$ cat src/rtl/alu_share_arb_pkg.sv
// Shared definitions for the two-port ALU sharing arbiter.
// Holds the ALU op-code encodings, the sequencer state encoding and
// the helper that computes how many extra EXEC cycles an op needs.
package alu_share_arb_pkg;

   // ALU control codes; 3'b111 is unassigned and yields a zero result
   localparam logic [2:0] ALU_ADD = 3'b000;
   localparam logic [2:0] ALU_SUB = 3'b001;
   localparam logic [2:0] ALU_AND = 3'b010;
   localparam logic [2:0] ALU_XOR = 3'b011;
   localparam logic [2:0] ALU_SLL = 3'b100;
   localparam logic [2:0] ALU_SRA = 3'b101;
   localparam logic [2:0] ALU_MUL = 3'b110;

   typedef enum logic [1:0] {
      ARB_IDLE = 2'd0,
      ARB_EXEC = 2'd1,
      ARB_RESP = 2'd2
   } arb_state_t;

   // Value loaded into the EXEC down-counter at accept: multiply stays
   // in EXEC for mul_lat cycles, everything else for a single cycle.
   function automatic logic [3:0] cnt_load(input logic [2:0] op, input int unsigned mul_lat);
      if (op == ALU_MUL) begin
         return 4'(mul_lat - 1);
      end
      return 4'd0;
   endfunction

endpackage

$ cat src/rtl/alu.sv
// Single-cycle 32-bit ALU datapath shared by both requesters.
// Latency: combinational; multiply is given a multi-cycle window by the caller.
// Backpressure: none; operands must be held stable by the caller.
module alu
   import alu_share_arb_pkg::*;
(
   input  logic [2:0]  op,
   input  logic [31:0] a,
   input  logic [31:0] b,
   output logic [31:0] result
);

   // Decode the op; shift amounts of 32 or more saturate instead of wrapping
   always_comb begin
      result = 32'h0;
      case (op)
         ALU_ADD: result = a + b;
         ALU_SUB: result = a - b;
         ALU_AND: result = a & b;
         ALU_XOR: result = a ^ b;
         ALU_SLL: result = (b[31:5] != 27'd0) ? 32'h0 : (a << b[4:0]);
         ALU_SRA: result = (b[31:5] != 27'd0) ? {32{a[31]}} : 32'($signed(a) >>> b[4:0]);
         ALU_MUL: result = a * b;
         default: result = 32'h0;
      endcase
   end

endmodule

$ cat src/rtl/rr_arb2.sv
// Two-way round-robin grant, purely combinational.
// Latency: zero cycles (grant follows valid/last in the same cycle).
// Backpressure: none; the caller decides when the grant is consumed.
module rr_arb2 (
   input  logic [1:0] valid,
   input  logic       last,
   output logic       grant,
   output logic       any
);

   // A lone requester always wins; on contention the port that did not win last time goes
   always_comb begin
      any   = |valid;
      grant = 1'b0;
      if (valid == 2'b11) begin
         grant = ~last;
      end else if (valid[1]) begin
         grant = 1'b1;
      end
   end

endmodule

$ cat src/rtl/alu_share_arb.sv
// Shares one ALU between two requesters with round-robin arbitration.
// Latency: response 2 cycles after accept (MUL_LAT+1 for multiply).
// Backpressure: holds the response until rsp_ready_i; no accepts while busy.
module alu_share_arb
   import alu_share_arb_pkg::*;
#(
   parameter int unsigned MUL_LAT = 3
) (
   input  logic        clk_i,
   input  logic        rst_i,
   input  logic        req0_valid_i,
   output logic        req0_ready_o,
   input  logic [2:0]  req0_op_i,
   input  logic [31:0] req0_a_i,
   input  logic [31:0] req0_b_i,
   input  logic        req1_valid_i,
   output logic        req1_ready_o,
   input  logic [2:0]  req1_op_i,
   input  logic [31:0] req1_a_i,
   input  logic [31:0] req1_b_i,
   output logic        rsp_valid_o,
   input  logic        rsp_ready_i,
   output logic        rsp_id_o,
   output logic [31:0] rsp_data_o,
   output logic        rsp_zero_o
);

   arb_state_t  state_q;
   logic [2:0]  op_q;
   logic [31:0] a_q;
   logic [31:0] b_q;
   logic        id_q;
   logic        last_q;
   logic [3:0]  cnt_q;
   logic [31:0] res_q;
   logic        rsp_valid_q;

   logic        grant;
   logic        any_vld;
   logic        idle;
   logic [2:0]  sel_op;
   logic [31:0] sel_a;
   logic [31:0] sel_b;
   logic [31:0] alu_res;

   rr_arb2 u_arb (
      .valid ({req1_valid_i, req0_valid_i}),
      .last  (last_q),
      .grant (grant),
      .any   (any_vld)
   );

   // The ALU only ever sees the operand registers, so it is stable for the whole EXEC window
   alu u_alu (
      .op     (op_q),
      .a      (a_q),
      .b      (b_q),
      .result (alu_res)
   );

   // Readies are only offered in IDLE and only to the granted port; payload mux follows the grant
   always_comb begin
      idle         = (state_q == ARB_IDLE);
      req0_ready_o = idle && any_vld && !grant;
      req1_ready_o = idle && any_vld && grant;
      sel_op       = grant ? req1_op_i : req0_op_i;
      sel_a        = grant ? req1_a_i  : req0_a_i;
      sel_b        = grant ? req1_b_i  : req0_b_i;
   end

   // Sequencer: accept in IDLE, count down in EXEC, hold the registered result in RESP
   always_ff @(posedge clk_i or posedge rst_i) begin
      if (rst_i) begin
         state_q     <= ARB_IDLE;
         op_q        <= ALU_ADD;
         a_q         <= 32'h0;
         b_q         <= 32'h0;
         id_q        <= 1'b0;
         last_q      <= 1'b1;
         cnt_q       <= 4'd0;
         res_q       <= 32'h0;
         rsp_valid_q <= 1'b0;
      end else begin
         case (state_q)
            ARB_IDLE: begin
               if (any_vld) begin
                  op_q    <= sel_op;
                  a_q     <= sel_a;
                  b_q     <= sel_b;
                  id_q    <= grant;
                  last_q  <= grant;
                  cnt_q   <= cnt_load(sel_op, MUL_LAT);
                  state_q <= ARB_EXEC;
               end
            end
            ARB_EXEC: begin
               if (cnt_q != 4'd0) begin
                  cnt_q <= cnt_q - 4'd1;
               end else begin
                  res_q       <= alu_res;
                  rsp_valid_q <= 1'b1;
                  state_q     <= ARB_RESP;
               end
            end
            ARB_RESP: begin
               if (rsp_ready_i) begin
                  rsp_valid_q <= 1'b0;
                  state_q     <= ARB_IDLE;
               end
            end
            default: begin
               rsp_valid_q <= 1'b0;
               state_q     <= ARB_IDLE;
            end
         endcase
      end
   end

   // Zero flag comes from the held result and is suppressed while no response is offered
   always_comb begin
      rsp_valid_o = rsp_valid_q;
      rsp_data_o  = res_q;
      rsp_id_o    = id_q;
      rsp_zero_o  = rsp_valid_q && (res_q == 32'h0);
   end

endmodule

$ cat config.mk
export PLATFORM = sky130hd
export DESIGN_NAME = alu_share_arb
export DESIGN_NICKNAME = d
export VERILOG_FILES = /design/src/rtl/alu_share_arb_pkg.sv /design/src/rtl/alu.sv /design/src/rtl/rr_arb2.sv /design/src/rtl/alu_share_arb.sv
export SDC_FILE = /design/constraint.sdc
export NUM_CORES = 2
export LEC_CHECK = 0
export CAP_MARGIN = 0
export CORE_MARGIN = 1
export CORE_UTILIZATION = 25
export CTS_BUF_LIST = sky130_fd_sc_hd__clkbuf_16
export CTS_CLUSTER_DIAMETER = 120
export DETAILED_ROUTE_END_ITERATION = 6
export DONT_BUFFER_PORTS = 1
export PLACE_DENSITY = 0.42
export SETUP_SLACK_MARGIN = 0.4
export SYNTH_ARGS = -nofsm -noshare
export SYNTH_HDL_FRONTEND = slang
export SYNTH_HIERARCHICAL = 1
export SYNTH_SLANG_ARGS = --single-unit
$ cat constraint.sdc
create_clock -name clk_i -period 8.35 [get_ports clk_i]
set_clock_uncertainty 0.05 [all_clocks]
set_input_delay 1.67 -clock clk_i [delete_from_list [all_inputs] [get_ports clk_i]]
set_output_delay 1.67 -clock clk_i [all_outputs]
set_load 0.05 [all_outputs]
# Yosys cells after proc, flatten, opt, wreduce, memory -nomap -nowiden
# Index checks and enable logic that the tools add are counted.
[classes]
addsub = 3
n_mul = 1
div_mod_pow = 0
magnitude_cmp = 0
eq_ne = 14
n_shift = 2
muxes = 23
bitwise_logic = 5
n_reduce_logical = 17
[op_table]
columns = ["cell", "count"]
rows = [
  ["32-bit one-hot mux with 7 select lines", 1],
  ["32-bit two-way mux", 4],
  ["32-bit adder", 1],
  ["32-bit AND", 1],
  ["32-bit logical NOT", 1],
  ["32-bit by 32-bit multiplier with 32-bit output", 1],
  ["32-bit by 5-bit left shift with 32-bit output", 1],
  ["32-bit by 5-bit >>> shifter with 32-bit output", 1],
  ["32-bit subtractor", 1],
  ["32-bit XOR", 1],
  ["27-bit nonzero test", 1],
  ["4-bit two-way mux", 4],
  ["3-bit equality test, second input constant", 4],
  ["3-bit AND reduction", 3],
  ["2-bit != test, second input constant", 4],
  ["4-bit one-hot mux with 2 select lines", 1],
  ["1-bit two-way mux", 7],
  ["3-bit by 2-bit equality test with 1-bit output, second input constant", 2],
  ["2-bit two-way mux", 3],
  ["2-bit one-hot mux with 3 select lines", 1],
  ["2-bit equality test, second input constant", 2],
  ["1-bit logical AND", 4],
  ["2-bit AND reduction", 2],
  ["4-bit nonzero test", 1],
  ["11 further kinds", 13],
]
[totals]
reg_bits = 108
latchBits = 0
mem_bits_rw = 0
mem_bits_ro = 0
elab_cells = 74
mem_count = 0

# Logic depth before layout (Yosys ltp)
[depth]
depth_word = 10
depth_mapped = 29
ltp_nobuf = 26

# Modules after synthesis
# The synthesis kept the hierarchy.
[by_module_without_submodules]
columns = ["mod", "instances", "cells_each", "area_per_inst_um2", "seq_area_each_um2"]
rows = [
  ["alu", 1, 2684, 22579.2, 0.0],
  ["alu_share_arb", 1, 419, 4795.8, 2703.8],
  ["rr_arb2", 1, 2, 13.8, 0.0],
]

# Least setup slack after synthesis
# OpenSTA, ideal clock, no wires.
[synth_path]
path_type = "reg2reg"
from = "reg b_q[1]"
to = "reg res_q[31] (netlist: rsp_data_o[31])"
setup_ps = 125
arrival_time_ps = 8030
required_ps = 8175
setup_slack_ps = 145
path_stages_with_launch = 28
n_path_buf = 6
cell_sequence = "dfrtp_1 > buf_2 > buf_2 > buf_2 > buf_1 > clkbuf_1 > clkbuf_1 > nand2_1 > fa_1 > fa_1 > fa_1 > inv_1 > fa_1 > inv_1 > fa_1 > inv_1 > fa_1 > fa_1 > ha_1 > a21oi_1 > o21bai_1 > a221o_1 > a31oi_1 > o31ai_1 > o211a_1 > a2111o_1 > a311o_1 > mux2_2"
[synth_between]
elab_chain_len = 3
word_cells_on_any_way = 8
[synth_lines]
columns = ["element", "line_no", "text"]
rows = [
  ["start: declaration", "alu_share_arb.sv:31", "logic [31:0] b_q;"],
  ["start signal: assignment", "alu_share_arb.sv:89", "b_q <= sel_b;"],
  ["branches (longest 2 deep; another with 32-bit by 32-bit multiplier with 32-bit output)", "n/a", ""],
  ["32-bit one-hot mux with 7 select lines (*)", "alu.sv:16", "case (op)"],
  ["via alu_res[31]", "alu_share_arb.sv:44", "logic [31:0] alu_res;"],
  ["end signal: assignment", "alu_share_arb.sv:100", "res_q <= alu_res;"],
  ["end: declaration", "alu_share_arb.sv:35", "logic [31:0] res_q;"],
]
# Mark *: on every way through the listed nets, which the timed path passes.
# A chain may end at the register's enable or synchronous reset.

# Final worst setup path
[layout_path]
from = "reg b_q[2]"
to = "reg res_q[31] (netlist: rsp_data_o[31])"
# Same word-level chain as after synthesis.

==> metrics.md <==
| Metric | Value |
|---|---|
| Startpoint Class | `flip-flop` |
| H-tree Lvls | `3` |
| Routability cong. | `0.945` |
| CP Data Arrival Time | `7.97 ns` |
| DRC violations left | `0` |
| Max stage delay on crit path | `0.55 ns` |
| GRT Resource Usage Total | `20.4%` |
| Syn Inst Count | `3105` |
| Worst slew margin | `22.2%` |
| Status | `complete, no violations` |
| TritonRoute pass-1 iters | `6` |
| Most Frequent Cell on Critical Path | `fa_1` |
| Initial antenna violation count | `7` |
| Worst-path clk slew | `0.09 ns` |
| Setup violations, final | `0` |
| Starting density of the core | `25.2%` |
| Final Max Tran Viols | `0` |
| Hpwl dp | `89400 um` |
| Initial DRC count | `1937` |
| Unrepaired setup endpoints after global routing | `no` |
| Clock Sinks | `108` |
| Most frequent cells in the layout | `408 x fa_1, 407 x inv_1, 359 x nand2_1, 295 x and2_1, 183 x ha_1` |
| Placement row count | `121` |
| Post-Syn Nets | `3842` |
| Post-synth cell types | `87` |
| DIE AREA | `111000 um^2` |
| Setup Slack @ Placement | `about 0.11 ns` |
| Root Driver | `clkbuf_16` |
| Fmax | `129 MHz` |
| Syn Area/Cell | `between 8 and 9 um^2` |
| Period minus WS final | `7.73 ns` |
| Critical-path cell list | `buf_4, and2_1, fa_1, inv_1, fa_1, fa_1, fa_1, inv_1, fa_1, fa_1, fa_1, fa_1, ha_2, a21o_1, a21o_1, a21o_1, a21oi_2, a2bb2oi_2, o31ai_4, o211a_1, a2111o_1, a311o_1, mux2_2` |
| Commonest non-fill, non-tap cell in the layout | `fa_1` |
| CP Data Required Time | `8.60 ns` |
| Average wire per standard cell | `between 20 and 30 um` |
| WL final | `approximately 110000 um` |
| CP Max Fanout | `5` |
| Final Net Count | `approximately 3.8k` |
| Synth Warn # | `6` |
| Post-DRT Antenna Nets | `0` |
| Post-CTS Hold Fix Bufs | `0` |
| Avg Vias per Cell | `5.03` |
| Cell with the largest stage delay on the worst path | `dfrtp_4` |
| Gr ovfl total | `0` |
| Fin cells | `4491` |
| Sequential share of the synthesized area | `9.87%` |
| Max Cap Viol | `0` |
| Top_reg_cell synth | `dfrtp_1` |
| Final worst setup slack | `0.625 ns` |
| Vias in the first global route | `23.5k` |
| IO Count | `176` |
| CTS tree | `built` |
| EDFF count, synth | `0` |
| Worst hold path class | `reg -> reg` |
| Yosys reg bits | `between 100 and 150` |
| CTS buffer count | `9` |
| Final Hold Fails | `0` |
| Die height | `about 330 um` |
| Post-Place Cells | `4456` |
| Synth-to-Final Area Change | `10.2%` |
| Cell family with most CP delay | `adder cells` |
| Layout cells sized above 1 | `between 10 and 15%` |
| Post-synth top area share | `29.9%` |
| Largest net degree at the start of global routing | `93` |
| Synth top area cells | `fa_1 30%, dfrtp_1 9.8%, ha_1 8.6%` |
| Fin Setup TNS | `0 ns` |
| Worst-skew pair later-pin latency | `roughly 0.42 ns` |
| CP endpoint kind | `flip-flop` |
| Die X | `333 um` |
| Final period utilization | `92.5%` |
| Total core area | `109000 um^2` |
| Synth area leader | `fa_1` |
| Synth Cell Area | `27400 um^2` |
| Vias | `22.6k` |
| First-pass GRT wire length | `166000 um` |
| CP bufs+invs | `3` |
| WS Path Type | `reg -> reg` |
| Clock Tree Buf Depth | `2` |
| Worst Max-Slew Pin Slew | `1.15 ns` |
| Buffers on Ports | `0` |
| Ys async rst share | `100%` |
## state kept, by name (all words and copies together), names as in the netlist, 2 cells and up
signal	count
a_q	32
b_q	32
cnt_q	4
op_q	3
rsp_data_o	32
state_q	2
## area by class of cell
class	instances	area (um^2)
fill	11793	78500
clock buffer	9	225
multi-input combinational	2373	22400
sequential	108	2760
tap	1414	1770
clock inverter	7	98.8
antenna	2	5.00
timing repair buffer	169	1400
inverter	409	1540
## timing repair
| item | CTS | global route |
|---|---|---|
| buffers inserted | 0 | 17 |
| resized for setup | 12 | 38 |
| pin swaps | 0 | 4 |
| setup endpoints to repair | 3 | 6 |
## synth_stat cells, types with 90 or more instances
library cell / count
fa_1: 409
inv_1: 407
nand2_1: 359
and2_1: 295
ha_1: 189
nor2_1: 163
clkbuf_1: 161
mux2i_1: 142
o21ai_0: 131
a21oi_1: 111
dfrtp_1: 107
xnor2_1: 90
## worst reg2reg max path, cell delays in order, from the launching register on
cell and delay (ns):
dfrtp_4 0.55, buf_4 0.22, and2_1 0.17, fa_1 0.53
inv_1 0.05, fa_1 0.40, fa_1 0.52, fa_1 0.54
inv_1 0.05, fa_1 0.47, fa_1 0.46, fa_1 0.50
fa_1 0.51, ha_2 0.31, a21o_1 0.21, a21o_1 0.17
a21o_1 0.19, a21oi_2 0.20, a2bb2oi_2 0.20, o31ai_4 0.13
o211a_1 0.24, a2111o_1 0.40, a311o_1 0.29, mux2_2 0.26
## per-layer routing
metal	vias up	global-route usage, %	wire (um)
met5	-	0	8
met4	2	7.15	4360
met3	158	2.42	6370
met2	833	34.0	53500
met1	11574	27.1	48600
li1	10019	-	-
## worst paths after layout
path	from	end	slack, ns	depth (start not counted)
max	b_q[2]	rsp_data_o[31]	0.62	23
min	b_q[26]	b_q[26]	0.44	2
max reg2reg	b_q[2]	rsp_data_o[31]	0.62	23
min reg2reg	b_q[26]	b_q[26]	0.44	2
max in group asynchronous	rst_i	a_q[11]	5.54	2
min in group asynchronous	rst_i	b_q[1]	1.19	1
## stage by stage
step / utilization (%) / instance area (um^2) / hold WS (ns)
3_5_place_dp: 27.2 / 29500 / 0.426
4_1_cts: 27.5 / 29900 / 0.442
2_1_floorplan: - / 27400 / 0.389
3_3_place_gp: 27.2 / 29500 / 0.423
5_1_grt: 27.8 / 30200 / 0.468
6_report: 27.8 / 30200 / 0.436
## logic make-up (layout without fill, tap and decap cells)
logic type	after synthesis	after routing	synth area share (%)
buffers and inverters	624	594	8.88
muxes	224	224	10.2
adders and majority gates	598	598	38.5
AOI/OAI and AO/OA	474	474	11.2
other	0	2	0
xor gates and xnor gates	131	131	4.24
and+or+nand+nor	946	946	17.1
DFF	108	108	9.87
Power is left out: the tool's default activity adds up to more than one toggle a clock period on the data nets, which glitch-free logic cannot reach.
